$ cat config.mk
export PLATFORM = sky130hd
export DESIGN_NAME = bcd_display_scan_flat
export DESIGN_NICKNAME = d
export VERILOG_FILES = /design/src/rtl/bcd_display_scan_if.sv /design/src/rtl/bcd_display_scan.sv /design/src/flat_wrapper.sv
export SDC_FILE = /design/constraint.sdc
export NUM_CORES = 1
export LEC_CHECK = 0
export ABC_CLOCK_PERIOD_IN_PS = 2700
export CAP_MARGIN = 0
export CORE_ASPECT_RATIO = 0.5
export CORE_MARGIN = 4
export CORE_UTILIZATION = 45
export CTS_CLUSTER_DIAMETER = 30
export DETAILED_ROUTE_END_ITERATION = 8
export GPL_TIMING_DRIVEN = 1
export PLACE_DENSITY = 0.7
export RECOVER_POWER = 25
export SLEW_MARGIN = 20
export SYNTH_ARGS = -nofsm -noshare
export SYNTH_HDL_FRONTEND = slang
export SYNTH_SLANG_ARGS = --single-unit
$ cat constraint.sdc
create_clock -name clk -period 2.7 [get_ports clk]
set_input_delay 0.54 -clock clk [delete_from_list [all_inputs] [get_ports clk]]
set_output_delay 0.54 -clock clk [all_outputs]
set_load 0.01 [all_outputs]
$ cat src/rtl/bcd_display_scan_if.sv
`default_nettype none
// ============================================================================
// Module   : bcd_display_scan_if
// Brief    : Source words in, multiplexed 7-segment drive out.
// Revision : 1.0 - initial release
// ============================================================================
interface bcd_display_scan_if;
    logic [23:0] time_in;
    logic [23:0] date_in;
    logic [2:0]  weekday_in;
    logic        ampm;
    logic [1:0]  disp_sel;
    logic [2:0]  blink_mask;
    logic [5:0]  an;
    logic [6:0]  seg;
    logic        dp;
    logic        frame_tick;

    modport master (
        output time_in, date_in, weekday_in, ampm, disp_sel, blink_mask,
        input  an, seg, dp, frame_tick
    );

    modport slave (
        input  time_in, date_in, weekday_in, ampm, disp_sel, blink_mask,
        output an, seg, dp, frame_tick
    );
endinterface
`default_nettype wire

$ cat src/rtl/bcd_display_scan.sv
`default_nettype none
// ============================================================================
// Module   : bcd_display_scan
// Brief    : Six-digit common-anode scan driver with per-frame snapshot,
//            BCD decode and pair blinking.
// Revision : 1.0 - initial release
// ============================================================================
module bcd_display_scan #(
    parameter int SCAN_DIV     = 50000,
    parameter int BLINK_FRAMES = 64
) (
    input  logic              clk,
    input  logic              rst,
    bcd_display_scan_if.slave bus
);
    localparam int c_CNT_W = $clog2(SCAN_DIV);
    localparam int c_FRM_W = (BLINK_FRAMES > 1) ? $clog2(BLINK_FRAMES) : 1;
    localparam logic [c_CNT_W-1:0] c_CNT_LAST = c_CNT_W'(SCAN_DIV - 1);
    localparam logic [c_CNT_W-1:0] c_CNT_PRE  = c_CNT_W'(SCAN_DIV - 2);
    localparam logic [c_FRM_W-1:0] c_FRM_LAST = c_FRM_W'(BLINK_FRAMES - 1);
    localparam logic [2:0]         c_IDX_LAST = 3'd5;

    logic [c_CNT_W-1:0] r_cnt;
    logic [2:0]         r_idx;
    logic [c_FRM_W-1:0] r_frm_cnt;
    logic               r_blink_phase;
    logic [23:0]        r_snap_time;
    logic [23:0]        r_snap_date;
    logic [2:0]         r_snap_wd;
    logic               r_snap_ampm;
    logic [1:0]         r_snap_sel;
    logic [2:0]         r_snap_blink;
    logic [5:0]         r_an;
    logic [6:0]         r_seg;
    logic               r_dp;
    logic               r_frame_tick;

    logic               w_cnt_end;
    logic               w_frame_end;
    logic               w_pre_end;
    logic [23:0]        w_word;
    logic [3:0]         w_nib;
    logic               w_blank;
    logic               w_pair_blink;
    logic               w_dp_n;
    logic [6:0]         w_seg_n;
    logic [5:0]         w_an;

    function automatic logic [6:0] seg_decode(input logic [3:0] nib);
        logic [6:0] s;
        case (nib)
            4'd0:    s = 7'b1000000;
            4'd1:    s = 7'b1111001;
            4'd2:    s = 7'b0100100;
            4'd3:    s = 7'b0110000;
            4'd4:    s = 7'b0011001;
            4'd5:    s = 7'b0010010;
            4'd6:    s = 7'b0000010;
            4'd7:    s = 7'b1111000;
            4'd8:    s = 7'b0000000;
            4'd9:    s = 7'b0010000;
            default: s = 7'b0111111;
        endcase
        return s;
    endfunction

    assign w_cnt_end   = (r_cnt == c_CNT_LAST);
    assign w_frame_end = w_cnt_end && (r_idx == c_IDX_LAST);
    // Looking one cycle ahead lets frame_tick be a register yet coincide with frame end
    assign w_pre_end   = (r_cnt == c_CNT_PRE) && (r_idx == c_IDX_LAST);

    always_comb begin
        w_word       = 24'h0;
        w_blank      = 1'b0;
        w_nib        = 4'h0;
        w_pair_blink = 1'b0;
        w_dp_n       = 1'b1;
        case (r_snap_sel)
            2'b00:   w_word = r_snap_time;
            2'b01:   w_word = r_snap_date;
            2'b10: begin
                w_word  = {20'h0, {1'b0, r_snap_wd} + 4'd1};
                w_blank = (r_idx != 3'd0);
            end
            default: w_blank = 1'b1;
        endcase

        case (r_idx)
            3'd0:    w_nib = w_word[3:0];
            3'd1:    w_nib = w_word[7:4];
            3'd2:    w_nib = w_word[11:8];
            3'd3:    w_nib = w_word[15:12];
            3'd4:    w_nib = w_word[19:16];
            default: w_nib = w_word[23:20];
        endcase

        case (r_idx)
            3'd0, 3'd1: w_pair_blink = r_blink_phase & r_snap_blink[0];
            3'd2, 3'd3: w_pair_blink = r_blink_phase & r_snap_blink[1];
            default:    w_pair_blink = r_blink_phase & r_snap_blink[2];
        endcase

        if (!r_snap_sel[1] && ((r_idx == 3'd2) || (r_idx == 3'd4)))
            w_dp_n = 1'b0;
        if ((r_snap_sel == 2'b00) && (r_idx == 3'd0) && r_snap_ampm)
            w_dp_n = 1'b0;
        if (w_pair_blink)
            w_dp_n = 1'b1;
    end

    assign w_seg_n = (w_blank || w_pair_blink) ? 7'h7f : seg_decode(w_nib);
    assign w_an    = (r_snap_sel == 2'b11) ? 6'h3f : ~(6'd1 << r_idx);

    always_ff @(posedge clk) begin
        if (rst) begin
            r_cnt         <= '0;
            r_idx         <= 3'd0;
            r_frm_cnt     <= '0;
            r_blink_phase <= 1'b0;
            r_snap_time   <= 24'h0;
            r_snap_date   <= 24'h0;
            r_snap_wd     <= 3'd0;
            r_snap_ampm   <= 1'b0;
            r_snap_sel    <= 2'b00;
            r_snap_blink  <= 3'b000;
            r_an          <= 6'h3f;
            r_seg         <= 7'h7f;
            r_dp          <= 1'b1;
            r_frame_tick  <= 1'b0;
        end else begin
            r_cnt        <= w_cnt_end ? '0 : r_cnt + c_CNT_W'(1);
            r_frame_tick <= w_pre_end;
            if (w_cnt_end)
                r_idx <= (r_idx == c_IDX_LAST) ? 3'd0 : r_idx + 3'd1;
            if (w_frame_end) begin
                r_snap_time  <= bus.time_in;
                r_snap_date  <= bus.date_in;
                r_snap_wd    <= bus.weekday_in;
                r_snap_ampm  <= bus.ampm;
                r_snap_sel   <= bus.disp_sel;
                r_snap_blink <= bus.blink_mask;
                if (r_frm_cnt == c_FRM_LAST) begin
                    r_frm_cnt     <= '0;
                    r_blink_phase <= ~r_blink_phase;
                end else begin
                    r_frm_cnt <= r_frm_cnt + c_FRM_W'(1);
                end
            end
            r_an  <= w_an;
            r_seg <= w_seg_n;
            r_dp  <= w_dp_n;
        end
    end

    assign bus.an         = r_an;
    assign bus.seg        = r_seg;
    assign bus.dp         = r_dp;
    assign bus.frame_tick = r_frame_tick;
endmodule
`default_nettype wire

$ cat src/flat_wrapper.sv
// flat-port wrapper written by rule: the top's interface ports become plain ports
module bcd_display_scan_flat 
#(
    parameter int SCAN_DIV     = 50000,
    parameter int BLINK_FRAMES = 64
)
  (clk, rst, bus_time_in, bus_date_in, bus_weekday_in, bus_ampm, bus_disp_sel, bus_blink_mask, bus_an, bus_seg, bus_dp, bus_frame_tick);
  bcd_display_scan_if bus_i ();
  input  logic clk;
  input  logic rst;
  input wire logic [$bits(bus_i.time_in)-1:0] bus_time_in;
  input wire logic [$bits(bus_i.date_in)-1:0] bus_date_in;
  input wire logic [$bits(bus_i.weekday_in)-1:0] bus_weekday_in;
  input wire logic [$bits(bus_i.ampm)-1:0] bus_ampm;
  input wire logic [$bits(bus_i.disp_sel)-1:0] bus_disp_sel;
  input wire logic [$bits(bus_i.blink_mask)-1:0] bus_blink_mask;
  output wire logic [$bits(bus_i.an)-1:0] bus_an;
  output wire logic [$bits(bus_i.seg)-1:0] bus_seg;
  output wire logic [$bits(bus_i.dp)-1:0] bus_dp;
  output wire logic [$bits(bus_i.frame_tick)-1:0] bus_frame_tick;
  assign bus_i.time_in = bus_time_in;
  assign bus_i.date_in = bus_date_in;
  assign bus_i.weekday_in = bus_weekday_in;
  assign bus_i.ampm = bus_ampm;
  assign bus_i.disp_sel = bus_disp_sel;
  assign bus_i.blink_mask = bus_blink_mask;
  assign bus_an = bus_i.an;
  assign bus_seg = bus_i.seg;
  assign bus_dp = bus_i.dp;
  assign bus_frame_tick = bus_i.frame_tick;
  bcd_display_scan #(.SCAN_DIV(SCAN_DIV), .BLINK_FRAMES(BLINK_FRAMES)) u_core (.clk(clk), .rst(rst), .bus(bus_i));
endmodule
==> flow_metrics.env, run 1 <==
export IMPL_numCtsBuffers=9
export IMPL_grtUsageMet3_pct=6.07
export IMPL_num_vias=3661
export IMPL_start_util_pct=47.5
export IMPL_arrival_ns=2.68
export IMPL_drive_gt1_share_pct=5.41
export IMPL_crit_path_start="u_core.r_idx[2]"
export IMPL_worst_pin_slew_ns=0.841
export IMPL_r2r_start="u_core.r_idx[2]"
export IMPL_antenna_found_initial=0
export IMPL_yosysUniqueCellTypes=45
export IMPL_synth_edff_count=0
export IMPL_peakVddDrop_mv=0.317
export IMPL_critPathSlowestCell="dfxtp_1"
export IMPL_grt_pass1_wl_um=16000
export IMPL_routedWlPerCell_um=14.0
export IMPL_top_usage_layer="met2"
export IMPL_synth_seq_cells=98
export IMPL_synth_nets=594
export IMPL_max_clock_freq_ghz=0.408
export IMPL_p_comb_share_pct=4.6
export IMPL_place_congestion=0.924
export IMPL_wl_um=9930
export IMPL_die_x_um=146
export IMPL_fin_skew_ns=0.00696
export IMPL_first_iter_violations=303
export IMPL_vias_per_cell=5.16
export IMPL_hold_viol_final=0
export IMPL_clock_path_buffers=2
export IMPL_coreArea_um2=8980
export IMPL_grt_max_degree=59
export IMPL_ys_warn_count=0
export IMPL_p_per_area_nw_per_um2=550
export IMPL_drtPass1Iterations=4
export IMPL_crit_chain="inv_1 -> ha_1 -> a211oi_1 -> a221oi_1 -> nand2_1 -> inv_1 -> ha_1 -> a21oi_1 -> o21ai_1"
export IMPL_num_io_pins=74
export IMPL_crit_family="compound AO/OA/AOI/OAI gates"
export IMPL_p_sw_mw=0.598
export IMPL_slew_headroom_pct=43.9
export IMPL_grt_util_all_layers_pct=17.6
export IMPL_synth_seq_area_share_pct=46.0
export IMPL_maxCapViolCount=0
export IMPL_cp_start_kind="flip-flop"
export IMPL_die_h_um=76.9
export IMPL_antennaDiodeCount=0
export IMPL_rows=24
export IMPL_grt_ovfl_total=0
export IMPL_h_tree_depth=3
export IMPL_cpPeakStageDelay_ns=0.59
export IMPL_die_area_um2=11200
export IMPL_ctsResizeCount=0
export IMPL_grt_pass1_vias=3349
export IMPL_cts_root_buf="clkbuf_16"
export IMPL_gr_usage_met2_pct=26.7
export IMPL_crit_type="flip-flop to flip-flop"
export IMPL_cts_num_sinks=98
export IMPL_intPower_mw=2.36
export IMPL_cp_num_buf_inv=2
export IMPL_clk_pin_slew_ns=0.07
export IMPL_clkPwrFrac_pct=45.9
export IMPL_pwr_share_seq_pct=49.5
export IMPL_use_met1_pct=23.9
export IMPL_worstHoldStart="u_core.r_snap_time[11]"
export IMPL_postRouteAntennaNets=0
export IMPL_synthFlopType="dfxtp_1"
export IMPL_status="complete, no violations"
export IMPL_finalSetupTns_ns=0
export IMPL_ys_async_sr_fraction_pct=0
export IMPL_syn_area_um2=4270
export IMPL_cts_setup_buffers=0
export IMPL_portBuffers=73
export IMPL_leakage_nw=1.81
export IMPL_crit_path_end_kind="flip-flop"
export IMPL_ctsHoldBuffers=0
export IMPL_required_ns=2.93
export IMPL_setup_viol=0
export IMPL_synth_avg_cell_area_um2=8.10
export IMPL_rsz0062_at_grt="no"
export IMPL_syn_to_final_growth_pct=25.8
export IMPL_min_period_ns=2.45
export IMPL_syn_inst=527
export IMPL_insertion_delay_ns=0.34
export IMPL_cts_tree="yes"
export IMPL_final_max_slew_viol_count=0
export IMPL_post_route_util_pct=59.8
export IMPL_drc_errors=0
export IMPL_final_nets=654
export IMPL_dp_hpwl_um=7110
export IMPL_cp_max_fo=15
export IMPL_swShare_pct=20.3
export IMPL_post_route_period_util_pct=90.9
export IMPL_hold_class="flip-flop to flip-flop"
[cell type report]
type	count	area, µm²
well taps	117	146
inverters	11	41.3
multi-input cells	387	2110
flip-flops and latches	98	1960
clock inverters	7	92.6
clock buffers	9	225
fillers	821	3610
repair buffers	80	787
[cells by family after synthesis]
logic type | after synthesis | synth area share [%]
AO/OA/AOI/OAI | 105 | 13.2
XOR/XNOR | 17 | 3.49
adder cells (fa/ha/maj) | 8 | 2.34
buffers and inverters | 42 | 4.10
flip-flops | 98 | 46.0
multiplexers | 25 | 5.98
AND/OR/NAND/NOR | 232 | 25.0
[sequential cells by signal, indices dropped and copies added (netlist names), 2 cells and up]
signal               flops
u_core.r_snap_time      24
u_core.r_idx             3
u_core.r_snap_date      24
u_core.bus.an            6
u_core.r_snap_blink      3
u_core.r_snap_wd         3
u_core.bus.seg           7
u_core.r_snap_sel        2
u_core.r_frm_cnt         6
u_core.r_cnt            16
[placed cells by master (no fill, tap or decap), types with 12 or more instances in the layout]
| cell | synthesis | layout |
|---|---|---|
| nand2_1 | 136 | 136 |
| nor2_1 | 32 | 32 |
| o21ai_0 | 12 | 12 |
| dlygate4sd3_1 | 0 | 15 |
| mux2i_1 | 21 | 21 |
| nand3_1 | 14 | 14 |
| dfxtp_1 | 98 | 98 |
| a21oi_1 | 74 | 74 |
| clkdlybuf4s50_1 | 0 | 57 |
[tightest hold or removal path: stages, from the launching register on]
cell and delay, ns:
dfxtp_1 0.31, nand2_1 0.05, a21oi_1 0.05
[routing by layer]
metal | up-vias | share of wire, %
li1 | 1899 | -
met1 | 1693 | 48
met2 | 58 | 45
met3 | 11 | 5.4
met4 | 0 | 1.0
met5 | - | 0
[synth_stat cells (4+ instances only)]
cell type | number | area share (%)
and3_1 | 9 | 1.3
xnor2_1 | 7 | 1.4
mux2i_1 | 21 | 4.9
mux2_2 | 4 | 1.1
xor2_1 | 10 | 2.1
ha_1 | 8 | 2.3
inv_1 | 10 | 0.88
nor2_1 | 32 | 2.8
a21oi_1 | 74 | 8.7
nor3_1 | 5 | 0.59
nand4_1 | 6 | 0.88
dfxtp_1 | 98 | 46
o21ai_0 | 12 | 1.4
nand2_1 | 136 | 12
buf_2 | 11 | 1.3
clkbuf_1 | 18 | 1.6
or3_1 | 7 | 1.0
o22ai_1 | 8 | 1.2
nand3_1 | 14 | 1.6
[power groups by stage]
| stage | Combinational [mW] | Clock [mW] | Sequential [mW] |
|---|---|---|---|
| floorplan | 0.0343 | 0 | 1.49 |
| global placement | 0.138 | 0 | 1.49 |
| detailed placement | 0.139 | 0 | 1.49 |
| CTS | 0.140 | 1.39 | 1.46 |
| global route | 0.145 | 1.44 | 1.46 |
| finish | 0.136 | 1.36 | 1.46 |
[metrics by stage]
step	std cells	setup slack, ns	cell area, µm²	hold slack [ns]	power [mW]
after global placement	693	0.390	5070	0.441	1.63
after detailed placement	693	0.297	5070	0.446	1.63
after global routing	709	0.0591	5370	0.471	3.05
final	709	0.247	5370	0.454	2.95
after floorplan	527	0.547	4270	0.430	1.53
after CTS	709	0.275	5390	0.455	2.99
[worst paths after layout]
path | slack (ns) | cells past startpoint | endpoint
setup / recovery | 0.25 | 9 | u_core.bus.seg[1]
hold / removal | 0.45 | 2 | u_core.r_snap_time[11]
hold reg to reg | 0.45 | 2 | u_core.r_snap_time[11]
setup reg to reg | 0.25 | 9 | u_core.bus.seg[1]
Power figures use the tool's default switching activity.
==> run 2: changes to the inputs <==
--- a/config.mk
+++ b/config.mk
@@ -15,6 +15,7 @@
 export GPL_TIMING_DRIVEN = 1
 export PLACE_DENSITY = 0.7
 export RECOVER_POWER = 25
+export SKIP_CTS_REPAIR_TIMING = 1
 export SLEW_MARGIN = 20
 export SYNTH_ARGS = -nofsm -noshare
 export SYNTH_HDL_FRONTEND = slang
==> results of run 2 <==
No change in the layout: final DEF, timing and power equal those of run 1.
==> run 3: changes to the inputs <==
--- a/config.mk
+++ b/config.mk
@@ -13,6 +13,7 @@
 export CTS_CLUSTER_DIAMETER = 30
 export DETAILED_ROUTE_END_ITERATION = 8
 export GPL_TIMING_DRIVEN = 1
+export HOLD_SLACK_MARGIN = 0.06
 export PLACE_DENSITY = 0.7
 export RECOVER_POWER = 25
 export SKIP_CTS_REPAIR_TIMING = 1
==> results of run 3 <==
No change in the layout: final DEF, timing and power equal those of run 1.
==> patch 1, RTL diff (flow settings as in run 2) <==
Make the reset (`rst`) asynchronous in one clocked block.
--- a/src/rtl/bcd_display_scan.sv
+++ b/src/rtl/bcd_display_scan.sv
@@ -111,7 +111,7 @@
     assign w_seg_n = (w_blank || w_pair_blink) ? 7'h7f : seg_decode(w_nib);
     assign w_an    = (r_snap_sel == 2'b11) ? 6'h3f : ~(6'd1 << r_idx);
 
-    always_ff @(posedge clk) begin
+    always_ff @(posedge clk or posedge rst) begin
         if (rst) begin
             r_cnt         <= '0;
             r_idx         <= 3'd0;
Check against the original RTL: differs if rst is asserted again (counterexample within 4 cycles, from zero or initial values and one cycle with rst high); with rst held inactive, the same outputs for 10 cycles.
==> patch 1 against run 2 <==
  * Routed wire length decreased by 8.3%
  * Largest cell class is now registers
  * Die area grew 6.4%
  * Critical endpoint is now u_core.r_snap_blink[0]
  * Area after synthesis rose by 6.9%
  * Fmax down 3.9%
  * Via count fell by 17%
  * Sequential cell count stayed put
  * Cell area rose by 7.3%
  * Critical path depth down 2
  * Setup slack got worse by 99 ps
  * Synthesized cell count decreased by 29%
  * Cell count decreased by 16%
  * Total power fell by 6.4%
==> patch 1: results (changes against run 2) <==
metric	value	unit	change
run status	finished clean		
leakage power	0.00265	uW	+46%
adder-cell area share of the yosys netlist	0.0219		-0.00152
Post-Synthesis Cells	372		-29%
peak supply drop	0.302	mV	-4.7%
Netlist cell types	46		+2.2%
GPL Wtd Cong	0.812		-12%
Main synth FF type	dfrtp_1		
Setup crit start	u_core.r_cnt[11]		
hold path start	u_core.r_frm_cnt[5]		
fillers	773		-5.8%
hold path endpoint	u_core.r_frm_cnt[5]		
slew at the pin closest to its max-slew limit	1150	ps	+313 ps
layout cells sized above 1	0.137		+0.0826
XOR/XNOR Fraction of Synth Area	0.0326		-0.00226
Reg2Reg Capture Point	u_core.r_snap_blink[0]		
post-DP HPWL	6830	microns	-4.0%
CP max FO	11		-4
top post-synthesis cells by count	dfrtp_1, mux2_1, nor2_1		
clock skew	4.40	ps	-2.56 ps
worst reg2reg path depth	7		-2
grt met3 use	0.0462		-0.0145
post-DR vias/cell	5.11		-0.96%
ranking of synthesized cells by area	dfrtp_1, mux2_1, dfstp_2		
r2r setup slk	150	ps	-100 ps
max incr delay on CP	530	ps	-60 ps
routing usage on met1	0.213		-0.0259
routed len/inst	15.3	microns	+9.1%
post-synthesis mux area share	0.197		+0.137
Layout Nets	523		-20%
vias in the first global route	3210		-4.2%
largest net degree at the start of global routing	41		-31%
Total Routing Usage GR	0.165		-0.0104
syn nets	439		-26%
Compound-Gate Fraction of Synth Area	0.0567		-0.0749
data arrival time of the worst path	2770	ps	+90 ps
dpl cells	580		-16%
power consumption	2760	uW	-6.4%
asr flop ratio synth	1.00		+1.00
GR Util met2	0.275		+0.00787
first-pass GRT wire length	15400	microns	-3.6%
slowest CP cell	or4_4		
-- patch 1: area by class of cell --
cell class | instances | area [sq um] | area share
repair buffers | 88 | 862 | 0.150
flip-flops and latches | 98 | 2470 | 0.429
clock buffers | 12 | 246 | 0.0428
inverters | 9 | 35.0 | 0.00608
clock inverters | 4 | 27.5 | 0.00478
multi-input cells | 250 | 1950 | 0.338
well taps | 135 | 169 | 0.0293
-- patch 1: power by group --
part / total, uW / internal (uW) / leakage [uW] / switching [uW]
clock network: 1180 / 649 / 0.000125 / 528
logic: 119 / 76.7 / 0.00123 / 42.1
registers: 1470 / 1470 / 0.00130 / 0
total: 2760 / 2190 / 0.00265 / 570
-- patch 1: cells by family after synthesis --
| group | Yosys count |
|---|---|
| compound gates | 43 |
| simple gates | 102 |
| flops | 98 |
| buf+inv | 24 |
| fa+ha+maj | 8 |
| mux | 80 |
| xor+xnor | 17 |
-- patch 1: critical path: cells and delay by family, from the launching register on --
family	cells	cell delay (ps)
AND/OR/NAND/NOR	5	1390
multiplexers	1	350
buffers and inverters	1	260
flip-flops	1	420
-- patch 1: how the worst max path moves through the flow --
stage,to,slack [ps],cells past startpoint
final,u_core.r_snap_blink[0],150,7
after global placement,u_core.r_snap_wd[1],210,7
after detailed placement,u_core.bus.seg[5],90,10
after global routing,u_core.bus.seg[0],40,8
after floorplan,u_core.r_frm_cnt[1],440,8
after CTS,u_core.bus.seg[5],70,10
-- patch 1: stage by stage --
| step | hold slack (ps) | setup slack [ps] |
|---|---|---|
| after floorplan | 430 | 435 |
| after global placement | 448 | 209 |
| after detailed placement | 462 | 87.8 |
| after CTS | 473 | 70.7 |
| after global routing | 488 | 38.3 |
| final | 474 | 148 |
-- patch 1: routing by layer --
metal	share of wire	wire (microns)	vias up
li1	-	-	1476
met1	0.47	4250	1515
met2	0.48	4370	47
met3	0.041	373	10
met4	0.012	108	0
met5	0	0	-
==> patch 2, RTL diff (flow settings as in run 2) <==
Made on the original files. `SCAN_DIV` is set to 50000 in 2 places; all go to 25000.
--- a/src/rtl/bcd_display_scan.sv
+++ b/src/rtl/bcd_display_scan.sv
@@ -6,7 +6,7 @@
 // Revision : 1.0 - initial release
 // ============================================================================
 module bcd_display_scan #(
-    parameter int SCAN_DIV     = 50000,
+    parameter int SCAN_DIV     = 25000,
     parameter int BLINK_FRAMES = 64
 ) (
     input  logic              clk,
--- a/src/flat_wrapper.sv
+++ b/src/flat_wrapper.sv
@@ -1,7 +1,7 @@
 // flat-port wrapper written by rule: the top's interface ports become plain ports
 module bcd_display_scan_flat 
 #(
-    parameter int SCAN_DIV     = 50000,
+    parameter int SCAN_DIV     = 25000,
     parameter int BLINK_FRAMES = 64
 )
   (clk, rst, bus_time_in, bus_date_in, bus_weekday_in, bus_ampm, bus_disp_sel, bus_blink_mask, bus_an, bus_seg, bus_dp, bus_frame_tick);
Check against the original RTL: no difference found for any inputs over 10 cycles, from zero or initial values and one cycle with rst high; that may be too few to reach the edited logic, so the function may still have changed.
==> patch 2 against run 2 <==
  * Sequential cell count decreased by 1
  * Core utilization increased by 0.071 points
  * Setup slack improved by 27 ps
  * First-iteration DRC count decreased by 25%
  * Count of clock-buffer cells in the layout increased by 4
  * Largest cell class unchanged
  * Critical path type unchanged
  * Routed wire length decreased by 6.1%
  * Area after synthesis decreased by 1.8%
  * Combinational power decreased by 3%
  * Cell area decreased by 0.89%
  * Total power decreased by 2.1%
==> patch 2: results (changes against run 2) <==
metric	value	unit	change
Post-DP Area	5010	sq um	-1.3%
run status	finished clean		
Final TNS setup	0	ps	unchanged
Synthesis Warnings	0		unchanged
worst reg2reg path depth	10		+1
Seq/Total Area, Yosys	0.463		+0.00359
peak supply drop	0.308	mV	-2.7%
syn nets	585		-1.5%
Layout Nets	644		-1.5%
Netlist cell types	43		-4.4%
pre-CTS setup slack	330	ps	+32.9 ps
worst skew pair latency	340	ps	about the same
asr flop ratio synth	0		unchanged
number of synthesized flops with an enable pin	0		unchanged
layout cells sized above 1	0.0516		-0.00242
Top Registers	u_core.r_snap_date (24), u_core.r_snap_time (24), u_core.r_cnt (15)		
Port Buf Inserts	73		unchanged
dpl cells	683		-1.4%
Crit Path Class	flip-flop to flip-flop		
post-DP HPWL	6790	microns	-4.5%
Total Routing Usage GR	0.169		-0.00662
Main synth FF type	dfxtp_1		
initial DRC count	227		-25%
top post-synthesis cells by count	nand2_1, dfxtp_1, a21oi_1		
data arrival time of the worst path	2650	ps	-30 ps
CTS Buf Count	9		unchanged
GPL Wtd Cong	0.829		-10%
Ant. Diodes	0		unchanged
worst-case clock buffer depth	2		unchanged
Worst Hold Class	flip-flop to flip-flop		
DR vias	3579		-2.2%
leakage power	0.00179	uW	-1.0%
largest net degree at the start of global routing	50		-15%
vias in the first global route	3114		-7.0%
Mean Syn Cell Area	8.09	sq um	about the same
Setup crit start	u_core.r_idx[2]		
routed len/inst	13.4	microns	-4.6%
first-pass GRT wire length	15100	microns	-5.9%
crit path capture	u_core.bus.seg[5]		
CP max FO	15		unchanged
Final WS setup	274	ps	+26.9 ps
clock skew	3.59	ps	-3.37 ps
antenna violations before repair	0		unchanged
ranking of synthesized cells by area	dfxtp_1, nand2_1, a21oi_1		
post-DR vias/cell	5.13		-0.70%
Pre-Repair DR Iteration Count	5		+1
Rel. slew slack	0.353		-0.0865
Clk pin slew, worst setup/hold paths	60	ps	
Clock Tree Root	clkbuf_16		
H-tree depth	3		unchanged
patch 2: layer usage:
layer  track usage  vias to the layer above  routed length (microns)
li1              -                     1862                        -
met1         0.244                     1642                     4570
met2         0.249                       64                     4130
met3        0.0451                       11                      517
met4        0.0447                        0                      103
met5             0                        -                        0
patch 2: final cells by class:
class,instances,area (sq um)
Tap cell,117,146
Inverter,6,22.5
Clock buffer,13,280
Multi-Input combinational cell,384,2090
Clock inverter,2,35.0
Sequential cell,97,1940
Timing Repair Buffer,79,806
Fill cell,832,3570
patch 2: cell families after synthesis:
kind of cell / count (synthesis) / share of synthesized area
muxes: 25 / 0.0609
AOI/OAI and AO/OA: 98 / 0.124
xor gates and xnor gates: 19 / 0.0397
and+or+nand+nor: 234 / 0.249
buffers and inverters: 37 / 0.0388
adders and majority gates: 8 / 0.0239
DFF: 97 / 0.463
patch 2: worst min path at each step:
stage / slack, ps / to / from / cells past startpoint
3_3_place_gp: 440 / u_core.r_snap_time[23] / u_core.r_snap_time[23] / 2
2_1_floorplan: 430 / u_core.r_snap_date[20] / u_core.r_snap_date[20] / 2
3_5_place_dp: 440 / u_core.r_snap_time[23] / u_core.r_snap_time[23] / 2
4_1_cts: 450 / u_core.r_snap_time[23] / u_core.r_snap_time[23] / 2
5_1_grt: 470 / u_core.r_snap_time[23] / u_core.r_snap_time[23] / 2
6_report: 450 / u_core.r_snap_time[23] / u_core.r_snap_time[23] / 2
patch 2: report_power, final:
part           switching (uW)  internal (uW)
Sequential               5.42           1440
Combinational            44.7           87.5
Clock                     502            812
Total                     553           2340
patch 2: worst max-delay path: stages (launching register included):
cell	delay (ps)
dfxtp_1	570
inv_1	110
ha_1	280
nand2b_1	190
o22ai_1	110
nor2_1	170
and3_1	290
inv_2	100
ha_1	210
nor3_1	190
o21ai_1	90
